### src/rtl/pipelined_adder_pkg.sv
// Shared constants and parameter helpers for the chunked pipelined adder.
package pipelined_adder_pkg;

    localparam int unsigned DEFAULT_WIDTH  = 32;
    localparam int unsigned DEFAULT_STAGES = 4;

    // Bits of the carry chain handled by each pipeline stage.
    function automatic int unsigned chunk_width(input int unsigned width, input int unsigned stages);
        return (stages == 0) ? width : width / stages;
    endfunction

    function automatic bit params_ok(input int unsigned width, input int unsigned stages);
        return (stages >= 1) && (width >= stages) && ((width % stages) == 0);
    endfunction

endpackage

### src/rtl/adder_chunk.sv
// Combinational CW-bit slice of the carry chain; exposes the carry into its MSB for overflow.
module adder_chunk #(
    parameter int unsigned CW = 8
) (
    input  logic [CW-1:0] a,
    input  logic [CW-1:0] b,
    input  logic          cin,
    output logic [CW-1:0] sum,
    output logic          cout,
    output logic          c_msb_in
);

    logic [CW:0] full;

    assign full     = {1'b0, a} + {1'b0, b} + (CW + 1)'(cin);
    assign sum      = full[CW-1:0];
    assign cout     = full[CW];
    assign c_msb_in = a[CW-1] ^ b[CW-1] ^ full[CW-1];

endmodule

### src/rtl/pipelined_adder.sv
// Pipelined add/subtract with valid/ready; one CW-bit chunk of the carry chain per stage.
module pipelined_adder
    import pipelined_adder_pkg::*;
#(
    parameter int unsigned WIDTH  = DEFAULT_WIDTH,
    parameter int unsigned STAGES = DEFAULT_STAGES
) (
    input  logic             clk,
    input  logic             rst,
    input  logic             in_valid,
    output logic             in_ready,
    input  logic [WIDTH-1:0] in_a,
    input  logic [WIDTH-1:0] in_b,
    input  logic             in_sub,
    output logic             out_valid,
    input  logic             out_ready,
    output logic [WIDTH-1:0] out_sum,
    output logic             out_cout,
    output logic             out_ovf
);

    localparam int unsigned CW   = chunk_width(WIDTH, STAGES);
    localparam int unsigned LAST = STAGES - 1;

    if (!params_ok(WIDTH, STAGES)) begin : g_param_check
        $error("pipelined_adder: WIDTH must be a nonzero multiple of STAGES");
    end

    // Stage registers: bank k holds the state after chunk k has been added.
    logic             v_q   [STAGES];
    logic [WIDTH-1:0] a_q   [STAGES];
    logic [WIDTH-1:0] b_q   [STAGES];
    logic [WIDTH-1:0] sum_q [STAGES];
    logic             c_q   [STAGES];
    logic             ovf_q;

    // Inputs seen by each stage's adder: the capture port for stage 0, the previous bank otherwise.
    logic             src_v   [STAGES];
    logic [WIDTH-1:0] src_a   [STAGES];
    logic [WIDTH-1:0] src_b   [STAGES];
    logic [WIDTH-1:0] src_sum [STAGES];
    logic             src_c   [STAGES];

    logic [CW-1:0]    ch_sum  [STAGES];
    logic             ch_cout [STAGES];
    logic             ch_cmsb [STAGES];

    logic             adv;

    assign adv      = !v_q[LAST] || out_ready;
    assign in_ready = adv && !rst;

    always_comb begin
        src_v[0]   = in_valid;
        src_a[0]   = in_a;
        src_b[0]   = in_b ^ {WIDTH{in_sub}};
        src_c[0]   = in_sub;
        src_sum[0] = '0;
        for (int k = 1; k < STAGES; k++) begin
            src_v[k]   = v_q[k-1];
            src_a[k]   = a_q[k-1];
            src_b[k]   = b_q[k-1];
            src_c[k]   = c_q[k-1];
            src_sum[k] = sum_q[k-1];
        end
    end

    for (genvar k = 0; k < STAGES; k++) begin : g_stage
        adder_chunk #(.CW(CW)) u_chunk (
            .a        (src_a[k][k*CW +: CW]),
            .b        (src_b[k][k*CW +: CW]),
            .cin      (src_c[k]),
            .sum      (ch_sum[k]),
            .cout     (ch_cout[k]),
            .c_msb_in (ch_cmsb[k])
        );
    end

    // Whole pipeline shifts together; operand chunks already consumed are dropped (masked to 0).
    always_ff @(posedge clk or posedge rst) begin
        if (rst) begin
            for (int k = 0; k < STAGES; k++) begin
                v_q[k]   <= 1'b0;
                a_q[k]   <= '0;
                b_q[k]   <= '0;
                sum_q[k] <= '0;
                c_q[k]   <= 1'b0;
            end
            ovf_q <= 1'b0;
        end else if (adv) begin
            for (int k = 0; k < STAGES; k++) begin
                v_q[k]   <= src_v[k];
                a_q[k]   <= src_a[k] & ~((WIDTH'(1) << ((k + 1) * CW)) - WIDTH'(1));
                b_q[k]   <= src_b[k] & ~((WIDTH'(1) << ((k + 1) * CW)) - WIDTH'(1));
                sum_q[k] <= src_sum[k] | (WIDTH'(ch_sum[k]) << (k * CW));
                c_q[k]   <= ch_cout[k];
            end
            ovf_q <= ch_cmsb[LAST] ^ ch_cout[LAST];
        end
    end

    assign out_valid = v_q[LAST];
    assign out_sum   = sum_q[LAST];
    assign out_cout  = c_q[LAST];
    assign out_ovf   = ovf_q;

endmodule

### config.mk
export PLATFORM = sky130hd
export DESIGN_NAME = pipelined_adder
export DESIGN_NICKNAME = d
export VERILOG_FILES = /design/src/rtl/pipelined_adder_pkg.sv /design/src/rtl/adder_chunk.sv /design/src/rtl/pipelined_adder.sv
export SDC_FILE = /design/constraint.sdc
export NUM_CORES = 1
export LEC_CHECK = 0
export BUFFER_PORTS_ARGS = -buffer_cell sky130_fd_sc_hd__buf_4
export CORE_AREA = 2 2 98 171
export DETAILED_ROUTE_END_ITERATION = 6
export DIE_AREA = 0 0 100 173
export PLACE_DENSITY = 0.77
export REMOVE_ABC_BUFFERS = 1
export SYNTH_ARGS = -nofsm -noshare
export SYNTH_HDL_FRONTEND = slang
export SYNTH_HIERARCHICAL = 1
export SYNTH_SLANG_ARGS = --single-unit
### constraint.sdc
create_clock -name clk -period 6.2 [get_ports clk]
set_input_delay 0.62 -clock clk [delete_from_list [all_inputs] [get_ports clk]]
set_output_delay 0.62 -clock clk [all_outputs]
set_load 0.1 [all_outputs]
* Yosys cells after proc, flatten, opt, wreduce, memory -nomap -nowiden
Cells that the tools add are included.
** Operators by class
- Reductions and logical operators :: 4
- $add $sub $neg :: 8
- Bitwise gates (word level) :: 7
** Operators with widths (count)
- $add 8x8->9 :: 4
- $add 9x1->9 :: 4
- $or 32x24->32 :: 1
- $or 32x32->32 :: 1
- $xor 32x32->32 :: 1
- $or 8x16->16 :: 1
- $xor 1x1->1 :: 3
- $logic_not 1->1 :: 2
- $logic_and 1x1->1 :: 1
- $logic_or 1x1->1 :: 1
** Word-level totals
- Input bits :: 69
- Register bits after elaboration :: 209

* Longest topological paths before layout
Gate-level depths: netlist of run 1.
- Word-level depth :: 4
- Depth in mapped cells :: 9

* Hierarchy
Netlist of run 1, hierarchy kept.
** Modules (own cells, without submodules)
- pipelined_adder :: area an instance 7801.2 µm², instances 1, cells an instance 431
- adder_chunk at g_stage[0].u_chunk ... :: area an instance 345.3 µm², instances 3, cells an instance 43
- adder_chunk at g_stage[2].u_chunk :: area an instance 364.1 µm², instances 1, cells an instance 43

* Worst setup path after synthesis of run 1
OpenSTA, ideal clock, no wires.
- Path kind :: reg2out
- From :: register v_q, in the netlist out_valid
- To :: output in_ready
- Slack :: 2920 ps
- Stages on the path, launching flop included :: 5
- Path buffers :: 2
- Arrival time :: 2660 ps
- Required time :: 5580 ps
- Path through :: dfrtp_1 > and2b_4 > buf_6 > buf_12 > nor2_1
** On the way
- Word-level cells in the longest chain between the ends :: 3
** RTL lines
- from (decl) :: line pipelined_adder.sv:30 : logic v_q [STAGES];
- from (signal, indexed assignment) :: line pipelined_adder.sv:92 : v_q[k] <= src_v[k];
- $logic_not 1->1 :: line pipelined_adder.sv:50 : assign adv = !v_q[LAST] || out_ready;
- $logic_or 1x1->1 :: line pipelined_adder.sv:50
- $logic_and 1x1->1 :: line pipelined_adder.sv:51 : assign in_ready = adv && !rst;
- to (decl) :: line pipelined_adder.sv:11 : output logic in_ready,
No other way between the ends.

==> results.cfg, run 1 <==
[floorplanning]
die_h_um = 173
ioPinCount = 105
start_util_pct = 57.70
std_cell_rows = 61
die_x_um = 100
die-area_um2 = 17300
coreArea_um2 = 15880

[worst_setup_path]
critPathKind = in2reg
startpoint_type = primary input
cp_num_buf_inv = 1
cp_common_cell = fa_1
crit_family = adder cells
crit_cells = 8
rrSetupSlack_ns = 3.70
reg2reg_depth = 7
required_ns = 6.50
slowest_stage = buf_4
slowest_delay_ns = 0.47
critPathMaxFanout = 33
crit_arrival_ns = 2.94
crit_end = c_q[3]
reg2reg_from = a_q[56]
r2r_end = out_ovf
crit_chain = buf_4, xor2_1, fa_1, fa_1, a21oi_1, o21a_1, o21ai_0, mux2_4
worstSetupStartpoint = in_sub
cp-end-kind = flip-flop

[cells_and_area]
diodes = 0
seq_area_um2 = 4629
fill_cells = 1140
syn2layout_area_growth_pct = 15.53
final_core_util_pct = 66.66
stdcell_count = 900
drive_gt1_share_pct = 47.26
multi_input_area_um2 = 4212
nets = 803

[global_routing]
grt_first_pass_wirelength_um = 26980
grt_usage_pct = 19.54
grt_max_degree = 140
grt_remaining_overflow = 0
antenna_found_initial = 0
grt_pass1_vias = 5468

[timing]
drv_slew = 0
hold_viol = 0
tns_ns = 0
maxSlewHeadroom_pct = 27.81
whs_ns = 0.4153
fin_crit_ns = 2.640
worst_pin_slew_ns = 1.083
rsz0062_at_grt = false
min_period_over_period_pct = 42.58
finalSetupViolCount = 0
postLayoutSetupSlackWorst_ns = 3.560
max_freq_mhz = 378.8
finClkSkew_ns = 0.009990

[job]
maxCapViolations = 0

[min_path]
hold_class = in2async

[route]
drc = 0
wl_per_cell_um = 17.86
detail-route-antenna-nets = 0
routed_via_density = 5.584
wl_um = 16070
dr.pass1.iters = 4
vias = 5026
first_iter_violations = 118

[placed_design]
dp_worst_setup_slack_ns = 3.116
dp.cells = 868
routabilityCongestion = 0.7807
numPortBuffers = 104
place_hpwl_um = 10590

[clocking]
cts_made_buffers = 17
clkTransAtPathRegs_ns = 0.07
cts_tree = built
clockBufferDepth = 2
cts_resized = 0
htree_levels = 4
cts_setup_buffers = 0
cts_hold_buf = 0
root_buffer = clkbuf_16
clock_sinks = 185
clock_latency_ns = 0.42

[power]
irDropWorstVdd_v = 0.0003637
power.leakage_nw = 5.106
p_per_area_nw_per_um2 = 636.4

[synth]
synthCells = 597
synth.cell_area_um2 = 9160
ys_warn_count = 6
syn_avg_cell_area_um2 = 15.34

[run_status]
status = finished clean
per-stage QoR:
step / total power (W) / instance area, um^2
after global placement: 0.005454 / 9955
after detailed placement: 0.005603 / 9955
after CTS: 0.006784 / 10580
after floorplan: 0.004953 / 8905
after global routing: 0.007101 / 10580
final: 0.006735 / 10580
worst min path at each step:
| stage | slack [ns] | startpoint | to | cells past startpoint |
|---|---|---|---|---|
| 2_1_floorplan | 0.43 | src_v[0] | out_valid | 1 |
| 3_3_place_gp | 0.45 | src_v[0] | out_valid | 1 |
| 3_5_place_dp | 0.46 | src_v[0] | out_valid | 1 |
| 4_1_cts | 0.41 | in_a[14] | a_q[110] | 2 |
| 5_1_grt | 0.41 | in_a[30] | a_q[126] | 2 |
| 6_report | 0.42 | rst | out_sum[31] | 2 |
cells in the final DEF (no fill, tap or decap), drive strengths merged:
| master | instances |
|---|---|
| o21a | 4 |
| nor2 | 1 |
| mux2 | 184 |
| o21bai | 4 |
| xor2 | 41 |
| nand2 | 12 |
| clkinvlp | 2 |
| a311o | 12 |
| fa | 8 |
| inv | 20 |
| o221ai | 4 |
| dfrtp | 185 |
| and2b | 1 |
| nor3 | 4 |
| a21oi | 24 |
| clkbuf | 21 |
| nor4 | 4 |
| a21o | 5 |
| xnor2 | 8 |
| bufinv | 3 |
| nor2b | 4 |
| clkinv | 3 |
| ha | 28 |
| or3 | 4 |
| nand3 | 8 |
| buf | 106 |
| nor4b | 4 |
| nand2b | 3 |
| o21ai | 4 |
report_power, final:
group | leakage (nW) | total [W] | switching (W) | internal, W
registers | 2.16 | 0.00211 | 0.000346 | 0.00176
logic | 2.65 | 0.00348 | 0.00187 | 0.00161
clock network | 0.301 | 0.00114 | 0.000469 | 0.000675
total | 5.11 | 0.00673 | 0.00269 | 0.00405
metal layers:
layer  track usage [%]  vias up  part of all wire (%)
met5                 0        -                     0
met4             6.621        0                   1.9
met3             4.244       20                   2.7
met2             33.22      102                    53
met1             24.56     2578                    42
li1                  -     2326                     -
flip-flops by register name (all words and copies together), names as in the netlist:
register and flops:
src_sum 48, out_ovf 1, src_v 3, out_cout 1, a_q 48, b_q 48
out_sum 32, out_valid 1, c_q 3
layout make-up:
class                           instances  area share (%)
Sequential cell                       185           43.75
Multi-Input combinational cell        371           39.80
Inverter                               17          0.6503
Clock buffer                           21           4.446
Clock inverter                         11           1.490
Tap cell                              189           2.235
Timing Repair Buffer                  106           7.638
Note: power is estimated with default switching activity, not from simulation.
==> run 2, diff against run 1 <==
ABC_AREA = 1   (was default)
CORE_AREA = 2 2 96 168   (was 2 2 98 171)
DIE_AREA = 0 0 98 170   (was 0 0 100 173)
clock period = 2.5 ns   (was 6.2 ns; I/O delays follow)
==> results.cfg, run 2 <==
[run_status]
status = finished clean

[power]
p_per_area_nw_per_um2 = 1421
irDropWorstVdd_v = 0.0008667
power_frac_comb_pct = 47.3
power.switching_w = 0.006692
power_frac_seq_pct = 34.1
swShare_pct = 45.52
power.leakage_nw = 5.707
finalPower_w = 0.01470
power.internal_w = 0.008009
p_clk_share_pct = 18.6

[synth]
syn_avg_cell_area_um2 = 8.248
synth-seq-area-share_pct = 52.26
yosys-top-cells-count = nand2_1 (524), dfrtp_1 (185), inv_1 (103)
async_flop_share_pct = 100.0
synth_area_leaders = dfrtp_1 (52%), nand2_1 (22%), inv_1 (4.4%)
yosys.area.top_type = dfrtp_1
synth_edf_count = 0
synth.cell_area_um2 = 8858
ys_ff_latch = 185
synth.most_common_cell = nand2_1
ys_warn_count = 6
synth.distinct_cells = 25
synth_ff_type = dfrtp_1
synth_top_area_share_pct = 52.26
synthCells = 1074

[timing]
drv_slew = 0
finalSetupViolCount = 0
hold_viol = 0
min_period_over_period_pct = 82.18
maxSlewHeadroom_pct = 60.91
postLayoutSetupSlackWorst_ns = 0.4455
tns_ns = 0
finClkSkew_ns = 0.009865
max_freq_mhz = 486.7
fin_crit_ns = 2.055
worst_pin_slew_ns = 0.5864
rsz0062_at_grt = false

[cells_and_area]
final_common_cell = nand2_1
syn2layout_area_growth_pct = 16.78
diodes = 0
seq_area_um2 = 4629
fill_cells = 1335
final_cell_mix = nand2_1 (524), dfrtp_1 (185), buf_4 (111)
nets = 1269
final_core_util_pct = 67.88
drive_gt1_share_pct = 14.36
fin_area_um2 = 10340
multi_input_area_um2 = 3536

[global_routing]
grt_pass1_vias = 6470
grt_max_degree = 99
grt_usage_pct = 21.12
grt_first_pass_wirelength_um = 28600
antenna_found_initial = 0
grt_remaining_overflow = 0

[route]
wl_um = 16490
vias = 6663
drc = 0
detail-route-antenna-nets = 0
first_iter_violations = 265
routed_via_density = 4.888
dr.pass1.iters = 5
wl_per_cell_um = 12.10

[clocking]
cts_tree = built
clock_latency_ns = 0.43
htree_levels = 4
clkTransAtPathRegs_ns = 0.07
clock_sinks = 185
cts_resized = 0
cts_made_buffers = 17
root_buffer = clkbuf_16
clockBufferDepth = 2

[floorplanning]
std_cell_rows = 60
die_x_um = 98
die_h_um = 170
start_util_pct = 58.13
ioPinCount = 105
coreArea_um2 = 15240
die-area_um2 = 16660

[worst_setup_path]
startpoint_type = flip-flop
crit_arrival_ns = 2.38
crit_chain = fa_1, fa_1, nand2_1, nand2_1, nand3b_1, nand2_1, nand2_1, nand2_1, inv_1, nand2_1, nand3_1, nand2_1
critPathKind = reg2reg
cp-end-kind = flip-flop
slowest_stage = fa_1
cp_common_cell = nand2_1
slowest_delay_ns = 0.47
critPathMaxFanout = 2
required_ns = 2.82

[placed_design]
numPortBuffers = 104
dp_worst_setup_slack_ns = 0.3015
routabilityCongestion = 0.7828
place_hpwl_um = 11210
postPlaceCellArea_um2 = 9726

[min_path]
hold_class = in2reg

[job]
maxCapViolations = 0
==> run 2: layout make-up <==
type | instances | area share [%]
Multi-Input combinational cell | 740 | 34.18
Inverter | 103 | 3.810
Tap cell | 186 | 2.250
Sequential cell | 185 | 44.75
Clock inverter | 13 | 1.512
Clock buffer | 19 | 4.378
Timing Repair Buffer | 117 | 9.120
==> run 2: worst paths after layout <==
| check | from | end | slack [ns] | cells after the start |
|---|---|---|---|---|
| worst max-delay path | a_q[56] | out_ovf | 0.45 | 12 |
| worst min-delay path | in_a[31] | a_q[127] | 0.03 | 3 |
| worst max register to register | a_q[56] | out_ovf | 0.45 | 12 |
| worst min register to register | src_v[0] | out_valid | 0.45 | 2 |
| max in group asynchronous | rst | src_sum[10] | 1.35 | 4 |
| min in group asynchronous | rst | out_sum[2] | 0.46 | 3 |
==> run 2: per-layer routing <==
layer	wire length (um)	vias to the layer above	part of all wire [%]	track usage [%]
met3	645	20	3.9	4.148
met4	246	0	1.5	6.884
li1	-	3460	-	-
met5	0	-	0	0
met2	8910	111	54	38.80
met1	6692	3072	41	24.56
==> run 2: through the flow <==
stage / hold slack, ns / std cells
after detailed placement: 0.3859 / 1330
after floorplan: 0.3666 / 1028
final: 0.02541 / 1363
after global placement: 0.3826 / 1330
after CTS: 0.007544 / 1363
after global routing: 0.01545 / 1363
==> run 2: worst max-delay path: cells and delay by family, from the launching register on <==
kind	cells	cell delay (ns)
buf+inv	1	0.06
flops	1	0.40
simple gates	9	0.59
fa+ha+maj	2	0.88
==> run 2: timing repair <==
item,in CTS,in global routing
buffers inserted,0,0
endpoints found under the hold margin,82,0
hold buffers,1,0
==> run 2: logic make-up after synthesis <==
| kind of cell | Yosys count | share of synthesized area [%] |
|---|---|---|
| compound gates | 86 | 5.028 |
| xor+xnor | 20 | 1.977 |
| fa+ha+maj | 36 | 5.763 |
| buf+inv | 149 | 7.980 |
| flops | 185 | 52.26 |
| simple gates | 598 | 26.99 |
==> run 2: power groups by stage <==
stage	Combinational (W)	Sequential (W)	Clock [W]
2_1_floorplan	0.00360	0.00685	0
3_3_place_gp	0.00679	0.00501	0
3_5_place_dp	0.00695	0.00506	0
4_1_cts	0.00702	0.00502	0.00280
5_1_grt	0.00774	0.00517	0.00293
6_report	0.00695	0.00501	0.00274
